File: src/rtl/riscv_pipe_pkg.sv
`default_nettype none
// ============================================================================
// Module      : riscv_pipe_pkg
// Description : Shared types and constants for the RV32I pipeline registers:
//               write-back select encodings, decoded control bundle, NOP and
//               bubble control values.
// Revision    : 1.0 - initial release
// ============================================================================
package riscv_pipe_pkg;

    // Write-back source select. WB_MEM (00) is the encoding the hazard unit
    // treats as "E stage is a load".
    localparam logic [1:0] WB_MEM = 2'b00;
    localparam logic [1:0] WB_ALU = 2'b01;
    localparam logic [1:0] WB_PC4 = 2'b10;

    // Decoded control bundle carried from D into E.
    typedef struct packed {
        logic [1:0] sel_wb;
        logic       reg_wr;
        logic       mem_wr;
        logic [3:0] alu_ctrl;
        logic       alu_src;
        logic       branch;
        logic       jump;
    } pipe_ctrl_t;

    // addi x0, x0, 0
    localparam logic [31:0] NOP_INSTR = 32'h0000_0013;

    // A bubble writes nothing and selects the ALU result so it can never be
    // mistaken for a load by the load-use detector.
    localparam pipe_ctrl_t CTRL_BUBBLE = '{
        sel_wb   : WB_ALU,
        reg_wr   : 1'b0,
        mem_wr   : 1'b0,
        alu_ctrl : 4'h0,
        alu_src  : 1'b0,
        branch   : 1'b0,
        jump     : 1'b0
    };

endpackage : riscv_pipe_pkg
`default_nettype wire

File: src/rtl/pipe_reg.sv
`default_nettype none
// ============================================================================
// Module      : pipe_reg
// Description : Generic pipeline register with synchronous active-low reset,
//               synchronous clear (higher priority) and load enable.
// Revision    : 1.0 - initial release
// ============================================================================
module pipe_reg #(
    parameter type T = logic
) (
    input  logic clk,
    input  logic rst_n,
    input  logic en,
    input  logic clr,
    input  T     rst_val,
    input  T     clr_val,
    input  T     d,
    output T     q
);

    // Reset beats clear, clear beats enable; otherwise hold.
    always_ff @(posedge clk) begin
        if (!rst_n) begin
            q <= rst_val;
        end else if (clr) begin
            q <= clr_val;
        end else if (en) begin
            q <= d;
        end
    end

endmodule : pipe_reg
`default_nettype wire

File: src/rtl/pipe_stage_regs.sv
`default_nettype none
// ============================================================================
// Module      : pipe_stage_regs
// Description : PC, IF/ID and ID/EX pipeline registers of the 5-stage RV32I
//               core with stall/flush handling and stall/flush performance
//               counters.
// Revision    : 1.0 - initial release
// ============================================================================
module pipe_stage_regs
    import riscv_pipe_pkg::*;
#(
    parameter int          XLEN     = 32,
    parameter logic [31:0] RESET_PC = 32'h0000_0000,
    parameter int          CNT_W    = 32
) (
    input  logic              clk,
    input  logic              rst_n,
    input  logic              stallF,
    input  logic              stallD,
    input  logic              flushD,
    input  logic              flushE,
    input  logic [XLEN-1:0]   pc_next_F,
    output logic [XLEN-1:0]   pc_F,
    input  logic [31:0]       instr_F,
    input  logic [XLEN-1:0]   pc_plus4_F,
    output logic [31:0]       instr_D,
    output logic [XLEN-1:0]   pc_D,
    output logic [XLEN-1:0]   pc_plus4_D,
    input  logic [4:0]        rs1_addr_D,
    input  logic [4:0]        rs2_addr_D,
    input  logic [4:0]        rd_D,
    input  pipe_ctrl_t        ctrl_D,
    input  logic [XLEN-1:0]   rd1_D,
    input  logic [XLEN-1:0]   rd2_D,
    input  logic [XLEN-1:0]   imm_ext_D,
    output logic [4:0]        rs1_addr_E,
    output logic [4:0]        rs2_addr_E,
    output logic [4:0]        rd_E,
    output pipe_ctrl_t        ctrl_E,
    output logic [1:0]        sel_wb_E,
    output logic [XLEN-1:0]   rd1_E,
    output logic [XLEN-1:0]   rd2_E,
    output logic [XLEN-1:0]   imm_ext_E,
    output logic [XLEN-1:0]   pc_E,
    output logic [XLEN-1:0]   pc_plus4_E,
    output logic [CNT_W-1:0]  stall_cnt,
    output logic [CNT_W-1:0]  flush_cnt
);

    typedef logic [XLEN-1:0] pc_t;

    typedef struct packed {
        logic [31:0]     instr;
        logic [XLEN-1:0] pc;
        logic [XLEN-1:0] pc_plus4;
    } ifid_t;

    typedef struct packed {
        logic [4:0]      rs1;
        logic [4:0]      rs2;
        logic [4:0]      rd;
        pipe_ctrl_t      ctrl;
        logic [XLEN-1:0] rd1;
        logic [XLEN-1:0] rd2;
        logic [XLEN-1:0] imm;
        logic [XLEN-1:0] pc;
        logic [XLEN-1:0] pc_plus4;
    } idex_t;

    localparam pc_t   c_reset_pc = pc_t'(RESET_PC);
    localparam ifid_t c_ifid_nop = '{instr: NOP_INSTR, pc: '0, pc_plus4: '0};
    localparam idex_t c_idex_bubble = '{
        rs1: 5'd0, rs2: 5'd0, rd: 5'd0, ctrl: CTRL_BUBBLE,
        rd1: '0, rd2: '0, imm: '0, pc: '0, pc_plus4: '0
    };

    ifid_t w_ifid_d;
    ifid_t r_ifid_q;
    idex_t w_idex_d;
    idex_t r_idex_q;

    logic [CNT_W-1:0] r_stall_cnt;
    logic [CNT_W-1:0] r_flush_cnt;

    // PC register: no clear, stallF holds.
    pipe_reg #(.T(pc_t)) u_pc_reg (
        .clk     (clk),
        .rst_n   (rst_n),
        .en      (~stallF),
        .clr     (1'b0),
        .rst_val (c_reset_pc),
        .clr_val (c_reset_pc),
        .d       (pc_next_F),
        .q       (pc_F)
    );

    // IF/ID captures the fetch-side values; clear (flushD) wins over hold.
    always_comb begin
        w_ifid_d          = c_ifid_nop;
        w_ifid_d.instr    = instr_F;
        w_ifid_d.pc       = pc_F;
        w_ifid_d.pc_plus4 = pc_plus4_F;
    end

    pipe_reg #(.T(ifid_t)) u_ifid_reg (
        .clk     (clk),
        .rst_n   (rst_n),
        .en      (~stallD),
        .clr     (flushD),
        .rst_val (c_ifid_nop),
        .clr_val (c_ifid_nop),
        .d       (w_ifid_d),
        .q       (r_ifid_q)
    );

    assign instr_D    = r_ifid_q.instr;
    assign pc_D       = r_ifid_q.pc;
    assign pc_plus4_D = r_ifid_q.pc_plus4;

    // ID/EX bundles the decoded D stage; E never stalls, flushE inserts a bubble.
    always_comb begin
        w_idex_d          = c_idex_bubble;
        w_idex_d.rs1      = rs1_addr_D;
        w_idex_d.rs2      = rs2_addr_D;
        w_idex_d.rd       = rd_D;
        w_idex_d.ctrl     = ctrl_D;
        w_idex_d.rd1      = rd1_D;
        w_idex_d.rd2      = rd2_D;
        w_idex_d.imm      = imm_ext_D;
        w_idex_d.pc       = r_ifid_q.pc;
        w_idex_d.pc_plus4 = r_ifid_q.pc_plus4;
    end

    pipe_reg #(.T(idex_t)) u_idex_reg (
        .clk     (clk),
        .rst_n   (rst_n),
        .en      (1'b1),
        .clr     (flushE),
        .rst_val (c_idex_bubble),
        .clr_val (c_idex_bubble),
        .d       (w_idex_d),
        .q       (r_idex_q)
    );

    assign rs1_addr_E = r_idex_q.rs1;
    assign rs2_addr_E = r_idex_q.rs2;
    assign rd_E       = r_idex_q.rd;
    assign ctrl_E     = r_idex_q.ctrl;
    assign sel_wb_E   = r_idex_q.ctrl.sel_wb;
    assign rd1_E      = r_idex_q.rd1;
    assign rd2_E      = r_idex_q.rd2;
    assign imm_ext_E  = r_idex_q.imm;
    assign pc_E       = r_idex_q.pc;
    assign pc_plus4_E = r_idex_q.pc_plus4;

    // Free-running wrap-around counters of stall and flush cycles.
    always_ff @(posedge clk) begin
        if (!rst_n) begin
            r_stall_cnt <= '0;
            r_flush_cnt <= '0;
        end else begin
            if (stallD) begin
                r_stall_cnt <= r_stall_cnt + CNT_W'(1);
            end
            if (flushD || flushE) begin
                r_flush_cnt <= r_flush_cnt + CNT_W'(1);
            end
        end
    end

    assign stall_cnt = r_stall_cnt;
    assign flush_cnt = r_flush_cnt;

endmodule : pipe_stage_regs
`default_nettype wire

File: config.mk
export PLATFORM = sky130hd
export DESIGN_NAME = pipe_stage_regs
export DESIGN_NICKNAME = d
export VERILOG_FILES = /design/src/rtl/riscv_pipe_pkg.sv /design/src/rtl/pipe_reg.sv /design/src/rtl/pipe_stage_regs.sv
export SDC_FILE = /design/constraint.sdc
export NUM_CORES = 1
export LEC_CHECK = 0
export CORE_AREA = 2 2 237 239
export DETAILED_ROUTE_END_ITERATION = 12
export DIE_AREA = 0 0 239 241
export MAX_ROUTING_LAYER = met4
export PLACE_DENSITY = 0.67
export SYNTH_ARGS = -nofsm -noshare
export SYNTH_HDL_FRONTEND = slang
export SYNTH_HIERARCHICAL = 1
export SYNTH_SLANG_ARGS = --single-unit
File: constraint.sdc
create_clock -name clk -period 4.7 [get_ports clk]
set_input_delay 0.94 -clock clk [delete_from_list [all_inputs] [get_ports clk]]
set_output_delay 0.94 -clock clk [all_outputs]
set_load 0.05 [all_outputs]
==> results of run 1 <==
-- layout make-up --
| cell class | count | area, um^2 | area share |
|---|---|---|---|
| sequential | 378 | 10700 | 0.367 |
| multi-input combinational | 1836 | 9900 | 0.339 |
| timing repair buffer | 614 | 6170 | 0.211 |
| clock buffer | 58 | 1250 | 0.0428 |
| tap | 704 | 881 | 0.0302 |
| clock inverter | 25 | 204 | 0.00699 |
| inverter | 10 | 37.5 | 0.00129 |
| antenna | 10 | 25.0 | 0.000858 |
-- through the flow --
step | total power, W | setup slack, ns | hold slack (ns) | utilization | std cells
final | 0.0103 | 1.82 | 0.486 | 0.532 | 3635
after CTS | 0.0104 | 1.77 | 0.488 | 0.531 | 3625
after global routing | 0.0107 | 1.74 | 0.515 | 0.532 | 3634
after global placement | 0.00688 | 1.43 | 0.474 | 0.505 | 3542
after floorplan | 0.00594 | 0.905 | 0.689 | - | 2350
after detailed placement | 0.00691 | 1.42 | 0.480 | 0.505 | 3542
-- routing by layer --
layer	part of all wire	track usage	vias up
met2	0.48	0.324	468
met3	0.096	0.0742	106
met5	0	-	-
met1	0.38	0.214	7050
met4	0.040	0.0839	0
li1	-	-	8073
-- cells in the final DEF (no fill, tap or decap), types with 2 or more instances in the layout --
| cell type | Yosys | layout |
|---|---|---|
| nor2_1 | 337 | 337 |
| inv_6 | 0 | 2 |
| and2_1 | 2 | 2 |
| conb_1 | 2 | 630 |
| ha_1 | 2 | 2 |
| clkinv_2 | 0 | 10 |
| o21ai_0 | 22 | 22 |
| nand2_1 | 25 | 25 |
| clkbuf_1 | 56 | 9 |
| o41ai_1 | 5 | 5 |
| clkdlybuf4s50_1 | 0 | 600 |
| buf_8 | 14 | 2 |
| edfxtp_1 | 314 | 314 |
| nand4_1 | 18 | 18 |
| clkbuf_16 | 0 | 48 |
| mux2i_1 | 316 | 316 |
| diode_2 | 0 | 10 |
| buf_12 | 3 | 3 |
| nand3_1 | 14 | 14 |
| or4_1 | 17 | 17 |
| nor4_1 | 5 | 5 |
| xor2_1 | 12 | 12 |
| xnor2_1 | 9 | 9 |
| and4_1 | 9 | 9 |
| nand2b_1 | 6 | 6 |
| o311ai_0 | 5 | 5 |
| inv_1 | 10 | 10 |
| a21oi_1 | 349 | 349 |
| o31ai_1 | 14 | 14 |
| and3_1 | 6 | 6 |
| dfxtp_1 | 64 | 64 |
| clkinv_1 | 0 | 8 |
| bufinv_16 | 0 | 3 |
| buf_4 | 18 | 8 |
| or3_1 | 21 | 21 |
-- path summary, 6_finish.rpt --
| path | from | endpoint | slack [ns] | cells past startpoint |
|---|---|---|---|---|
| setup reg to reg | stall_cnt[0] | stall_cnt[30] | 2.33 | 5 |
| hold reg to reg | flush_cnt[31] | flush_cnt[31] | 0.49 | 2 |
| setup / recovery | stall_cnt[3] | stall_cnt[3] | 1.82 | 1 |
| hold / removal | flush_cnt[31] | flush_cnt[31] | 0.49 | 2 |
-- registers in the layout, summed over array words and instances (netlist names) --
register	count
flush_cnt	32
stall_cnt	32
u_idex_reg/q	186
u_ifid_reg/q	96
u_pc_reg/q	32
-- report_power, final --
group          leakage, nW  switching, W  internal (W)
Sequential            3.71      0.000134       0.00401
Combinational         7.73       0.00179      0.000918
Clock                0.717       0.00144       0.00204
-- cells by family (layout without fill, tap and decap cells) --
| family | after synthesis | in the layout |
|---|---|---|
| other cells | 2 | 640 |
| xor+xnor | 21 | 21 |
| simple gates | 467 | 467 |
| fa+ha+maj | 2 | 2 |
| flops | 378 | 378 |
| buf+inv | 136 | 707 |
| mux | 316 | 316 |
| compound gates | 400 | 400 |
==> results_dict.tcl, run 1 <==
set metrics [dict create \
    status "complete, but fails checks" \
    violations "max-slew violations" \
    cp_max_fo 8 \
    max-slew-margin-rel -2.46 \
    yosys.area.top_type "edfxtp_1" \
    synth_compound_area_frac 0.110 \
    grt_pass1_vias 14739 \
    synth-adder-area-share 0.00131 \
    path_class "register to primary output" \
    critPathLaunchType "register" \
    vias 15697 \
    cap_violations 0 \
    io_pins 604 \
    clkSlewWorstSetupHoldPaths_ns 0.06 \
    ir_drop_mv 0.353 \
    grt_max_degree 230 \
    synthMuxAreaShare 0.165 \
    cts_tree "built" \
    final_cell_area_um2 29200 \
    portBuffers 603 \
    min_path_type "register to register" \
    cp.required_ns 3.76 \
    path_delay_family "buffers and inverters" \
    cp.arrival_ns 1.94 \
    drive_gt1_frac 0.0294 \
    synth_cell_types 43 \
    hold_buffers 0 \
    ant_nets 0 \
    fin_setup_tns_ns 0 \
    dp_hpwl_um 41300 \
    clockRootBuffer "clkbuf_16" \
    drv_slew 187 \
    end_kind "primary output" \
    setup_viol 0 \
    drt_wl_total_um 58000 \
    grt_pass1_wl_um 85200 \
    firstDrtPassIters 5 \
    ys_ff_latch 378 \
    initial_core_util 0.348 \
    syn_area_um2 19100 \
    synthDominantCellAreaShare 0.493 \
    vias_per_cell 4.32 \
    synth_area_leaders "edfxtp_1, mux2i_1, a21oi_1" \
    max_stage_delay_ns 0.87 \
    fin_nets 3111 \
    yosys_warnings 6 \
    critPathSlowestCell "clkdlybuf4s50_1" \
    fill_cells 4836 \
    syn_to_final_growth_pct 52.6 \
    overflow 0 \
    die_width_um 239 \
    die_area_um2 57600 \
    drt_iter0_drc 739 \
    min_period_ns 2.88 \
    cts-resized-gates 0 \
    worstSkewPairLatency_ns 0.57 \
    period_share 0.613 \
    synth_ff_type "edfxtp_1" \
    h-tree-depth 2 \
    drc 0 \
    yosys.area_share.xor_xnor 0.00962 \
    hold_viol 0 \
    die_h_um 241 \
    clock_sinks 378 \
    wire_per_inst_um 16.0 \
    postSynthCellCount 1722 \
    rsz0062_at_grt "no" \
    yosys-top-cells-count "a21oi_1, nor2_1, mux2i_1" \
    fin_skew_ns 0.0224 \
    path_cells "clkdlybuf4s50_1" \
    tightestPinTransition_ns 5.19 \
    powerDensity_nw_per_um2 354 \
    synth.avg_cell_area_um2 11.1 \
    ys_seq_area_frac 0.560 \
    coreArea_um2 54900 \
    clk_path_buf_depth 3 \
    leakage_nw 12.2 \
    place.gp.congestion 0.862 \
    crit_buf_inv 1 \
    placed_cell_area_um2 27700 \
    synth_simple_gate_area_frac 0.108 \
    cts_buffers 45 \
    antenna_found_initial 10 \
    synth-async-reset-ratio 0 \
    grtUsageTotal 0.197 \
    rows 86 \
    max_freq_mhz 347 \
    synth-edff-count 314 \
    synth.most_common_cell "a21oi_1" \
    post_cts_buffers 0 \
    synth_top_family_by_area "multiplexers" \
]
(Power assumes the default switching activity.)
==> run 2: changes to the inputs <==
- CORE_AREA: 2 2 237 239 -> 2 2 234 236
- DIE_AREA: 0 0 239 241 -> 0 0 236 238
- PLACE_DENSITY: 0.67 -> 0.71
- clock period: 4.7 -> 2.48 ns (I/O delays scaled with it)
==> results_dict.tcl, run 2 (synthesis gave the netlist of run 1 again) <==
set metrics [dict create \
    status "complete, but fails checks" \
    violations "max-slew violations" \
    largest_reg_flops 186 \
    fin_nets 3131 \
    dp_slack_ns -0.0778 \
    drv_slew 187 \
    io_pins 604 \
    vias 15907 \
    max_stage_delay_ns 0.89 \
    critPathLaunchType "register" \
    crit_buf_inv 1 \
    dp_hpwl_um 41100 \
    hold_viol 0 \
    final_cells 3636 \
    grt_max_degree 187 \
    vias_per_cell 4.37 \
    max-slew-margin-rel -2.54 \
    cp.depth 1 \
    portBuffers 603 \
    syn_to_final_growth_pct 53.5 \
    cap_violations 0 \
    cts_tree "built" \
    firstDrtPassIters 5 \
    clkSlewWorstSetupHoldPaths_ns 0.06 \
    overflow 0 \
    critPathSlowestCell "clkdlybuf4s50_1" \
    clockRootBuffer "clkbuf_16" \
    reg.largest.list "u_idex_reg/q x186, u_ifid_reg/q x96" \
    fill_cells 4639 \
    powerDensity_nw_per_um2 660 \
    r2r_cells 5 \
    leakage_nw 12.3 \
    final_common_cell "conb_1" \
    drive_gt1_frac 0.0337 \
    whs_ns 0.296 \
    die_area_um2 56200 \
    cp_max_fo 5 \
    grt_pass1_vias 15208 \
    clk_path_buf_depth 3 \
    path_cells "clkdlybuf4s50_1" \
    initial_core_util 0.357 \
    rows 85 \
    end_kind "primary output" \
    drc 0 \
    fin_setup_tns_ns 0 \
    fin_skew_ns 0.0103 \
    wire_per_inst_um 15.8 \
    cts_buffers 44 \
    min_path_type "primary input to register" \
    die_h_um 238 \
    final_cell_mix "conb_1, clkdlybuf4s50_1, a21oi_1, nor2_1, mux2i_1" \
    drt_wl_total_um 57400 \
    place_inst 3555 \
    antenna_found_initial 5 \
    place.gp.congestion 0.839 \
    tightestPinTransition_ns 5.31 \
    max_freq_mhz 414 \
    drt_iter0_drc 793 \
    h-tree-depth 2 \
    setup_ws_ns 0.0641 \
    cp.arrival_ns 1.92 \
    grtUsageTotal 0.202 \
    path_class "register to primary output" \
    p_total_w 0.0194 \
    cp.required_ns 1.98 \
    grt_pass1_wl_um 86000 \
    setup_viol 0 \
    path_delay_family "buffers and inverters" \
    rsz0062_at_grt "no" \
    ant_nets 0 \
    die_width_um 236 \
    min_period_ns 2.42 \
    period_share 0.974 \
    clock_sinks 378 \
    ir_drop_mv 0.484 \
    top_register "u_idex_reg/q" \
    coreArea_um2 53500 \
    worstSkewPairLatency_ns 0.56 \
    min_path_cells 2 \
]
==> run 2: cell types whose count changed in the layout (fill, tap and decap cells not counted), sizes merged <==
cell	change
clkdlybuf4s50	-3
diode	-6
bufinv	+1
clkinv	-7
buf	+22
dlymetal6s2s	+2
==> run 2: path summary, 6_finish.rpt <==
| check | slack [ns] | to | from |
|---|---|---|---|
| min reg2reg | 0.49 | flush_cnt[29] | flush_cnt[29] |
| max reg2reg | 0.19 | flush_cnt[26] | flush_cnt[0] |
| max | 0.06 | flush_cnt[2] | flush_cnt[2] |
| min | 0.30 | stall_cnt[31] | rst_n |
==> run 2: worst register-to-register path, stage by stage, from the launching register on <==
cell and delay, ns:
dfxtp_1 0.40, ha_1 0.23, o211ai_1 0.14, or4_1 0.79, o311ai_0 0.46, o41ai_1 0.14
==> run 2: cell type report <==
cell class	count	area, um^2	area share
multi-input combinational	1836	9900	0.337
clock buffer	58	1160	0.0396
sequential	378	10700	0.365
antenna	4	10.0	0.000341
tap	696	871	0.0297
timing repair buffer	635	6440	0.219
inverter	10	37.5	0.00128
clock inverter	19	219	0.00746
==> run 2: stage by stage <==
step            util  instance area (um^2)
2_1_floorplan      -                 21500
3_5_place_dp   0.522                 28000
5_1_grt        0.549                 29300
6_report       0.549                 29300
3_3_place_gp   0.522                 28000
4_1_cts        0.548                 29300
==> run 2: timing repair <==
action | 4_1_cts | 5_1_grt
setup buffers | 0 | 0
hold buffers | 0 | 0
setup endpoints to repair | 0 | 2
gates resized for setup | 0 | 2
==> run 2: power breakdown <==
part	leakage (nW)	total [W]	switching (W)	internal, W
clock	0.669	0.00634	0.00262	0.00372
combinational	7.91	0.00517	0.00340	0.00176
sequential	3.71	0.00786	0.000252	0.00760
total	12.3	0.0194	0.00628	0.0131
==> run 2: layer usage <==
metal / wire [um] / vias to the layer above / global-route usage
li1: - / 8094 / -
met1: 22400 / 7214 / 0.220
met2: 28200 / 488 / 0.339
met3: 4420 / 111 / 0.0598
met4: 2370 / 0 / 0.0938
met5: 0 / - / -
